[config.mk]
export PLATFORM = sky130hd
export DESIGN_NAME = calc_seq_ctrl
export DESIGN_NICKNAME = d
export VERILOG_FILES = /design/src/rtl/calc_seq_ctrl.sv
export SDC_FILE = /design/constraint.sdc
export NUM_CORES = 1
export LEC_CHECK = 0
export ABC_CLOCK_PERIOD_IN_PS = 8100
export BUFFER_PORTS_ARGS = -buffer_cell sky130_fd_sc_hd__buf_4
export CAP_MARGIN = 30
export CORE_MARGIN = 2
export CORE_UTILIZATION = 55
export CTS_CLUSTER_SIZE = 30
export DETAILED_ROUTE_END_ITERATION = 12
export PLACE_DENSITY = 0.74
export SLEW_MARGIN = 30
export SYNTH_ARGS = -nofsm -noshare
export SYNTH_HDL_FRONTEND = slang
export SYNTH_SLANG_ARGS = --single-unit
[constraint.sdc]
create_clock -name clk -period 8.1 [get_ports clk]
set_clock_uncertainty 0.1 [all_clocks]
set_input_delay 0.81 -clock clk [delete_from_list [all_inputs] [get_ports clk]]
set_output_delay 0.81 -clock clk [all_outputs]
set_load 0.02 [all_outputs]
[src/rtl/calc_seq_ctrl.sv]
// calc_seq_ctrl: multi-cycle add/sub/mul/div sequencer with double-dabble BCD conversion
module calc_seq_ctrl (
    input  logic       clk,
    input  logic       reset,
    input  logic [3:0] a,
    input  logic [3:0] b,
    input  logic [3:0] mode,
    input  logic       start,
    output logic       busy,
    output logic       done,
    output logic [7:0] op,
    output logic       neg,
    output logic       err,
    output logic [3:0] bcd1,
    output logic [3:0] bcd2,
    output logic [3:0] bcd3
);
    typedef enum logic [1:0] {IDLE, EXEC, CONV, DONE} state_t;
    state_t      state;
    logic [3:0]  ra, rb, rm;
    logic [7:0]  acc, res, mul_nx, div_nx, exec_res;
    logic [4:0]  div_t;
    logic [19:0] sr, sr_nx;
    logic [2:0]  cnt;
    logic        neg_r, err_r, bad, exec_last;
    // reject non-one-hot modes and division by zero at capture time
    always_comb bad = (mode == 4'd0) || ((mode & (mode - 4'd1)) != 4'd0) || (mode[3] && b == 4'd0);
    // one shift-add step, one restoring-division step (acc = {remainder, dividend/quotient}), and the step result
    always_comb begin
        mul_nx    = acc + (rb[cnt[1:0]] ? ({4'd0, ra} << cnt[1:0]) : 8'd0);
        div_t     = {acc[7:4], acc[3]};
        div_nx    = (div_t >= {1'b0, rb}) ? {div_t[3:0] - rb, acc[2:0], 1'b1} : {div_t[3:0], acc[2:0], 1'b0};
        exec_last = rm[0] || rm[1] || cnt == 3'd3;
        exec_res  = rm[0] ? {4'd0, ra} + {4'd0, rb} :
                    rm[1] ? {4'd0, (rb > ra) ? rb - ra : ra - rb} :
                    rm[2] ? mul_nx :
                    rm[3] ? {4'd0, div_nx[3:0]} : 8'd0;
    end
    // double-dabble step: add 3 to each BCD nibble >= 5, then shift left
    always_comb begin
        sr_nx = sr;
        for (int i = 0; i < 3; i++)
            if (sr[8 + 4*i +: 4] >= 4'd5) sr_nx[8 + 4*i +: 4] = sr[8 + 4*i +: 4] + 4'd3;
        sr_nx = {sr_nx[18:0], 1'b0};
    end
    // sequencer: capture, execute, convert, publish registered result
    always_ff @(posedge clk or negedge reset) begin
        if (!reset) begin
            state <= IDLE;
            {ra, rb, rm, acc, res, sr, cnt, neg_r, err_r} <= '0;
            {busy, done, op, neg, err, bcd1, bcd2, bcd3} <= '0;
        end else begin
            done <= 1'b0;
            case (state)
                IDLE: if (start) begin
                    ra    <= a;
                    rb    <= b;
                    rm    <= mode;
                    acc   <= mode[3] ? {4'd0, a} : 8'd0;
                    cnt   <= 3'd0;
                    busy  <= 1'b1;
                    err_r <= bad;
                    neg_r <= 1'b0;
                    res   <= 8'd0;
                    sr    <= 20'd0;
                    state <= bad ? CONV : EXEC;
                end
                EXEC: begin
                    acc <= rm[2] ? mul_nx : div_nx;
                    cnt <= exec_last ? 3'd0 : cnt + 3'd1;
                    if (exec_last) begin
                        res   <= exec_res;
                        sr    <= {12'd0, exec_res};
                        neg_r <= rm[1] && (rb > ra);
                        state <= CONV;
                    end
                end
                CONV: begin
                    sr  <= sr_nx;
                    cnt <= cnt + 3'd1;
                    if (cnt == 3'd7) begin
                        done  <= 1'b1;
                        op    <= res;
                        neg   <= neg_r;
                        err   <= err_r;
                        {bcd3, bcd2, bcd1} <= sr_nx[19:8];
                        state <= DONE;
                    end
                end
                default: begin
                    busy  <= 1'b0;
                    state <= IDLE;
                end
            endcase
        end
    end
endmodule

After elaboration in Yosys (flattened, before gate mapping). Index checks and enable logic that the tools add are counted.

Bits in read-only memories: 0. Bits in latches: 0. Register bits: 79. Output and inout port bits: 24. Input bits: 15. Memories: 0. Logic and storage cells: 102. RAM bits: 0.

Bitwise gates (word level): 2. Equality and inequality tests: 7. Order comparisons: 6. Reduce and logical (&&, ||, !) cells: 21. Shift operators: 1. Divide/modulo/power cells: 0. Add/subtract/negate cells: 10. Multiply operators: 0. Muxes and demuxes: 37.

Operator list (count): 8-bit 2-to-1 mux (9); 20-bit case mux with 3 select lines (1); 20-bit 2-to-1 mux (2); 8-bit case mux with 2 select lines (2); 4-bit 2-to-1 mux (5); 4-bit by 3-bit >= comparator with 1-bit output (second input constant) (3); 4-bit subtractor (3); 2-bit AND reduction (5); 3-bit 2-to-1 mux (3); 3-bit case mux with 3 select lines (1); 3-bit AND reduction (3); 4-bit by 2-bit adder with 4-bit output (second input constant) (2); 8-bit adder (1); 4-bit logical NOT (2); 2-bit 2-to-1 mux (4); 4-bit by 2-bit left shift with 8-bit output (1); 1-bit 2-to-1 mux (6); 2-bit != test (second input constant) (3); 2-bit case mux with 3 select lines (1); 4-bit by 4-bit adder with 5-bit output (1); 5-bit by 4-bit >= comparator with 1-bit output (1); 4-bit bitwise AND (1); 4-bit greater-than comparator (1); 1-bit logical OR (4); 17 further kinds (19).

Logic depth before layout (Yosys ltp). Gate-level depths: netlist of run 1.

Word-level depth: 9. Mapped depth: 12. Depth with buffers taken out: 11.

Worst setup path after synthesis of run 1. No wires, ideal clock.

Path kind: reg-to-reg. Start point: reg cnt[1]. End point: reg sr[3]. Cell stages (with the launch flop): 11. Required time: 7.874 ns. Library setup time: 0.126 ns. Path slack: 5.256 ns. Arrival: 2.618 ns. Path buffers: 1. Clock period less this slack: 2.844 ns. Cell sequence: dfrtp_1 > clkbuf_1 > mux4_2 > and2_1 > ha_1 > or2_2 > a21oi_1 > and3b_1 > a211oi_2 > o32ai_2 > a221o_1.

Longest elaborated chain between the ends: 9. Elaborated cells on any way between the ends: 14. Classes of those cells: add/sub: 1; eq/ne: 2; shift: 1; mux: 8; reduce/logical: 2.

RTL lines: start: declaration (line 24) `logic [2:0] cnt;`; start signal: assignment (line 70) `cnt <= exec_last ? 3'd0 : cnt + 3'd1;`; start signal: assignment (line 80) `cnt <= cnt + 3'd1;`; 1-bit binary-select mux with 2-bit select (line 30) `mul_nx = acc + (rb[cnt[1:0]] ? ({4'd0, ra} << cnt[1:0]) : 8'd0);`; 1-bit 2-to-1 mux (not written as such) (line 30); 8-bit 2-to-1 mux (line 30); 8-bit adder (line 30); 8-bit 2-to-1 mux (line 36) `rm[2] ? mul_nx :`; 8-bit 2-to-1 mux (line 35) `rm[1] ? {4'd0, (rb > ra) ? rb - ra : ra - rb} :`; 8-bit 2-to-1 mux (line 34) `exec_res = rm[0] ? {4'd0, ra} + {4'd0, rb} :`; 20-bit 2-to-1 mux (line 71) `if (exec_last) begin`; 20-bit case mux with 3 select lines (line 54) `case (state)`; end signal: assignment (line 73) `sr <= {12'd0, exec_res};`; end signal: assignment (line 79) `sr <= sr_nx;`; end: declaration (line 23) `logic [19:0] sr, sr_nx;`.

Several ways; a longest one is shown, not always the timed one. The select of a mux whose other input is x is not followed. A chain may end at the register's enable or synchronous reset.

Worst setup path in the final report of run 1.
Start point: reg cnt[0]. End point: reg sr[3].

Same word-level chain as after synthesis.

==> impl_metrics.json, run 1 <==
{
  "clk_pin_slew_ns": 0.10,
  "period_share_pct": 40.0,
  "rsz0062_at_grt": "no",
  "cts_tree": "built",
  "hold_viol_final": 0,
  "grt_pass1_wl_um": 18900,
  "grt_pass1_vias": 3903,
  "ys_seq_area_share_pct": 40.6,
  "synth_warnings": 0,
  "top_layer": "met4",
  "wl_met2_um": 5650,
  "drc_errors": 0,
  "core_area_sq_mm": 0.00868,
  "area_growth_syn_to_layout_pct": 11.3,
  "hold_path.class": "in -> async",
  "cts_buffers": 9,
  "nNetsFinal": 591,
  "port_buffers": 38,
  "setup_viol": 0,
  "cts_hold_buf": 0,
  "slew_headroom_pct": 47.5,
  "route.detailed.wl_per_inst_um": 17.3,
  "track_usage_pct": 24.4,
  "worstMarginPinSlew_ns": 0.787,
  "cts_setup_buffers": 0,
  "critPathKind": "reg -> reg",
  "outcome": "finished clean",
  "routed_via_density": 6.00,
  "endpoint_kind": "register",
  "post-route-min-period_ns": 3.24,
  "ys.flop_type": "dfrtp_1",
  "globalplace.congestion": 0.887,
  "async_reset_ff_share_pct": 100,
  "clock_sinks": 79,
  "cp-start-kind": "register",
  "antenna_left": 0,
  "std_cell_rows": 34,
  "avgSynthCellArea_sq_um": 9.67,
  "dpl.hpwl_um": 8280,
  "max-vdd-ir-drop_v": 0.000220,
  "power_density_mw_per_mm2": 387,
  "die_h_um": 98.1,
  "fill_cells": 741,
  "wirelength_um": 11200,
  "clockBufferDepth": 2,
  "cp_max_fo": 16,
  "grt_start_max_net_pins": 80,
  "die_w_um": 98.1,
  "initial_core_util_pct": 56.2,
  "drt_iter0_drc": 219,
  "p_leak_uw": 0.00258,
  "diodes": 0,
  "cts_resized": 0,
  "slew_viol_final": 0,
  "firstDrtPassIters": 4,
  "critical_path_arrival_ns": 3.39,
  "root_buffer": "clkbuf_8",
  "m1WireLength_um": 4900,
  "antenna_found_initial": 0,
  "syn_area_sq_mm": 0.00487,
  "h-tree-depth": 3,
  "dr_wl_met3_um": 450,
  "synth_seq_cells": 79,
  "crit_required_ns": 8.25,
  "fmax_mhz": 309,
  "io_pins": 39,
  "dieArea_sq_mm": 0.00963,
  "overflow": 0,
  "ys_types": 67,
  "power_uw": 2100,
  "max_cap_violations": 0,
  "route.vias.total": 3891,
  "drive_gt1_share_pct": 17.4,
  "tns_ns": 0,
  "synth_edf_count": 0,
  "syn-num-nets": 559,
  "syn_inst": 504,
  "clk_latency_ns": 0.37
}
-- state kept, by name, summed over array words and instances (netlist names), 4 cells and up --
register / count
bcd3: 4
bcd1: 4
sr: 20
rb: 4
res: 8
acc: 8
rm: 4
ra: 4
bcd2: 4
op: 8
-- through the flow --
stage | area (sq um) | setup WS (ns) | util, % | std cells | hold slack [ns]
after global routing | 5430 | 4.73 | 62.5 | 649 | 0.401
after global placement | 5220 | 4.97 | 60.2 | 633 | 0.357
after CTS | 5420 | 4.89 | 62.5 | 649 | 0.389
final | 5430 | 4.86 | 62.5 | 649 | 0.347
after detailed placement | 5230 | 4.90 | 60.2 | 633 | 0.365
after floorplan | 4870 | 5.26 | - | 504 | 0.342
-- kinds of logic after synthesis --
group / count (synthesis) / share of synthesized area, %
flops: 79 / 40.6
mux: 39 / 9.11
buf+inv: 55 / 4.54
fa+ha+maj: 40 / 11.0
compound gates: 140 / 18.9
xor+xnor: 9 / 1.62
simple gates: 142 / 14.2
-- synthesized netlist by cell type (8+ instances only) --
cell type | instances | area [sq um]
dfrtp_1 | 79 | 1980
nor2_1 | 23 | 86.3
inv_1 | 35 | 131
mux2_2 | 28 | 315
clkbuf_1 | 12 | 45.0
nand3_1 | 9 | 45.0
a21oi_1 | 32 | 160
mux2i_1 | 8 | 80.1
o31ai_1 | 10 | 75.1
o21ai_0 | 32 | 160
nor2b_1 | 9 | 56.3
nand2_1 | 58 | 218
o21ai_1 | 9 | 45.0
ha_1 | 35 | 438
-- worst paths after layout --
path / start / slack [ns] / to / cells past startpoint
max: cnt[0] / 4.86 / sr[3] / 9
min: reset / 0.35 / bcd2[2] / 1
max reg2reg: cnt[0] / 4.86 / sr[3] / 9
min reg2reg: bcd3[3] / 0.38 / bcd3[3] / 2
max in group asynchronous: reset / 7.04 / sr[9] / 1
min in group clk: bcd3[3] / 0.38 / bcd3[3] / 2
-- placed cells by master (no fill, tap or decap), drive strengths merged, types with 6 or more instances in the layout --
cell type,netlist,layout
mux2,30,30
dfrtp,79,79
and2,6,6
nor2,23,23
nand2b,6,6
o21ai,43,43
nor3b,6,6
inv,36,42
mux2i,8,8
buf,7,40
ha,35,35
o31ai,10,10
xnor2,7,7
a21o,6,6
nand2,58,58
clkbuf,12,10
nand3,9,9
a21oi,33,33
o22ai,6,6
nor2b,9,9
-- per-layer routing --
layer / global-route usage (%) / up-vias
met5: 0 / -
met4: 9.06 / 0
met3: 3.22 / 19
met2: 42.4 / 102
met1: 31.1 / 1896
li1: - / 1874
-- worst max-delay path, cell delays in order, from the launching register on --
cell	delay, ns
dfrtp_1	0.66
mux4_2	0.59
and2_1	0.16
ha_1	0.32
or2_2	0.31
a21oi_1	0.14
and3b_1	0.21
a211oi_2	0.21
o32ai_2	0.12
a221o_1	0.30
-- cell type report --
type,count,area (sq um),area share (%)
clock buffer,10,138,2.54
sequential,79,1980,36.4
clock inverter,6,57.6,1.06
inverter,36,135,2.49
timing repair buffer,40,304,5.60
tap,108,135,2.49
multi-input combinational,370,2680,49.4
-- power by group --
| group | total, uW | internal, uW | leakage, uW | switching (uW) |
|---|---|---|---|---|
| Clock | 299 | 129 | 0.000102 | 171 |
| Combinational | 1170 | 486 | 0.00143 | 684 |
| Sequential | 629 | 487 | 0.00105 | 142 |
| Total | 2100 | 1100 | 0.00258 | 997 |
No activity file was read; power rests on OpenSTA's default activity.
==> inputs of run 2 (changes only) <==
Settings changed: ABC_CLOCK_PERIOD_IN_PS 8100 to 3050.
Clock period 8.1 ns to 3.05 ns, I/O delays scaled along.
==> run 2 against run 1 <==
Effect of this change: routed wire length is 1.3% higher; critical path depth is 2 higher; die area stayed put; setup slack worse by 4.8 ns; count of clock-buffer cells in the layout is 1 lower; sequential share of layout area is 0.70 points lower; core utilization is 1.3 points higher; combinational power grew to 2.9 times the previous value.
==> impl_metrics.json, run 2 (synthesis results as in run 1) <==
{
  "die_w_um": 98.1,
  "hold_viol_final": 0,
  "cp_max_fo": 4,
  "cts_buffers": 9,
  "clockBufferDepth": 2,
  "outcome": "finished clean",
  "firstDrtPassIters": 5,
  "timing.hold.ws_ns": 0.0736,
  "core_area_sq_mm": 0.00868,
  "route.vias.total": 3977,
  "antenna_found_initial": 0,
  "gr-usage-met3_pct": 3.15,
  "instances_no_fill": 663,
  "mostFrequentLayoutCells": "dfrtp_1 (76), nand2_1 (58), buf_4 (52)",
  "setup_viol": 0,
  "slew_headroom_pct": 52.8,
  "max_cap_violations": 0,
  "io_pins": 39,
  "endpoint_kind": "register",
  "tns_ns": 0,
  "drt_iter0_drc": 199,
  "dieArea_sq_mm": 0.00963,
  "critical_path_arrival_ns": 3.18,
  "clock_sinks": 79,
  "overflow": 0,
  "grt_pass1_vias": 3817,
  "wirelength_um": 11400,
  "regMostFlops": "sr",
  "post-route-min-period_ns": 3.02,
  "antenna_left": 0,
  "busiest_layer": "met2",
  "largest_reg_flops": 20,
  "max-vdd-ir-drop_v": 0.000762,
  "port_buffers": 38,
  "cp-start-kind": "register",
  "power_uw": 5700,
  "dpl.hpwl_um": 8410,
  "diodes": 0,
  "dp.cells": 645,
  "drc_errors": 0,
  "fmax_mhz": 332,
  "critPathKind": "reg -> reg",
  "layout_commonest_cell": "dfrtp_1",
  "r2r_cells": 11,
  "clk_latency_ns": 0.38,
  "power_density_mw_per_mm2": 1030,
  "area_growth_syn_to_layout_pct": 13.7,
  "worstMarginPinSlew_ns": 0.706,
  "slew_viol_final": 0,
  "initial_core_util_pct": 56.2,
  "nNetsFinal": 605,
  "routed_via_density": 6.00,
  "hold_path.class": "in -> reg",
  "period_share_pct": 98.9,
  "grt_pass1_wl_um": 18700,
  "grt_start_max_net_pins": 80,
  "die_h_um": 98.1,
  "h-tree-depth": 3,
  "std_cell_rows": 34,
  "post-route-util_pct": 63.9,
  "root_buffer": "clkbuf_8",
  "drive_gt1_share_pct": 20.0,
  "p_leak_uw": 0.00264,
  "fill_cells": 735,
  "globalplace.congestion": 0.899,
  "whs_path_depth": 2,
  "clk_pin_slew_ns": 0.09,
  "crit_required_ns": 3.21,
  "met1_usage_pct": 32.4,
  "route.detailed.wl_per_inst_um": 17.2,
  "cts_tree": "built",
  "track_usage_pct": 24.4,
  "grt_use_met2_pct": 40.8
}
[run 2: critical path, cell delays in order, from the launching register on]
cell and delay (ns):
dfrtp_2 0.45, buf_4 0.15, nor4_2 0.33, ha_1 0.23
inv_1 0.05, fa_1 0.41, nor2b_1 0.18, o31a_1 0.21
nor4_1 0.09, a311oi_1 0.39, o21ai_1 0.13, a22o_1 0.19
[run 2: metal layers]
layer,share of wire (%),vias up
li1,-,1891
met1,44,1955
met2,49,111
met3,4.5,20
met4,2.5,0
met5,0,-
[run 2: power by group]
| group | switching (uW) | internal [uW] | total [uW] | leakage (uW) |
|---|---|---|---|---|
| combinational | 1960 | 1400 | 3370 | 0.00150 |
| sequential | 254 | 1300 | 1550 | 0.00104 |
| clock | 462 | 320 | 781 | 0.0000959 |
| total | 2680 | 3020 | 5700 | 0.00264 |
[run 2: worst paths after layout]
| check | start | endpoint | slack [ns] |
|---|---|---|---|
| hold reg to reg | bcd3[2] | bcd3[2] | 0.38 |
| setup / recovery | cnt[0] | acc[6] | 0.03 |
| min in group asynchronous | reset | bcd2[2] | 0.42 |
| setup reg to reg | cnt[0] | acc[6] | 0.03 |
| max in group asynchronous | reset | rb[0] | 1.90 |
| hold / removal | a[3] | ra[3] | 0.07 |
[run 2: cell type report]
type	count	area, sq um	share of cell area, %
flip-flops and latches	79	1980	35.7
inverters	36	135	2.44
well taps	108	135	2.44
multi-input cells	370	2690	48.5
repair buffers	54	412	7.43
clock inverters	7	70.1	1.26
clock buffers	9	124	2.24
[run 2: what timing repair did]
item | 4_1_cts | 5_1_grt
endpoints found under the setup margin | 0 | 7
buffers inserted | 0 | 1
resized for setup | 0 | 5
hold buffers | 1 | 0
endpoints found under the hold margin | 79 | 0
[run 2: stage by stage]
step	instance area [sq um]	setup WS, ns
6_report	5540	0.0336
5_1_grt	5540	-0.0126
4_1_cts	5520	0.0793
3_5_place_dp	5320	0.147
3_3_place_gp	5310	0.155
2_1_floorplan	4870	0.206
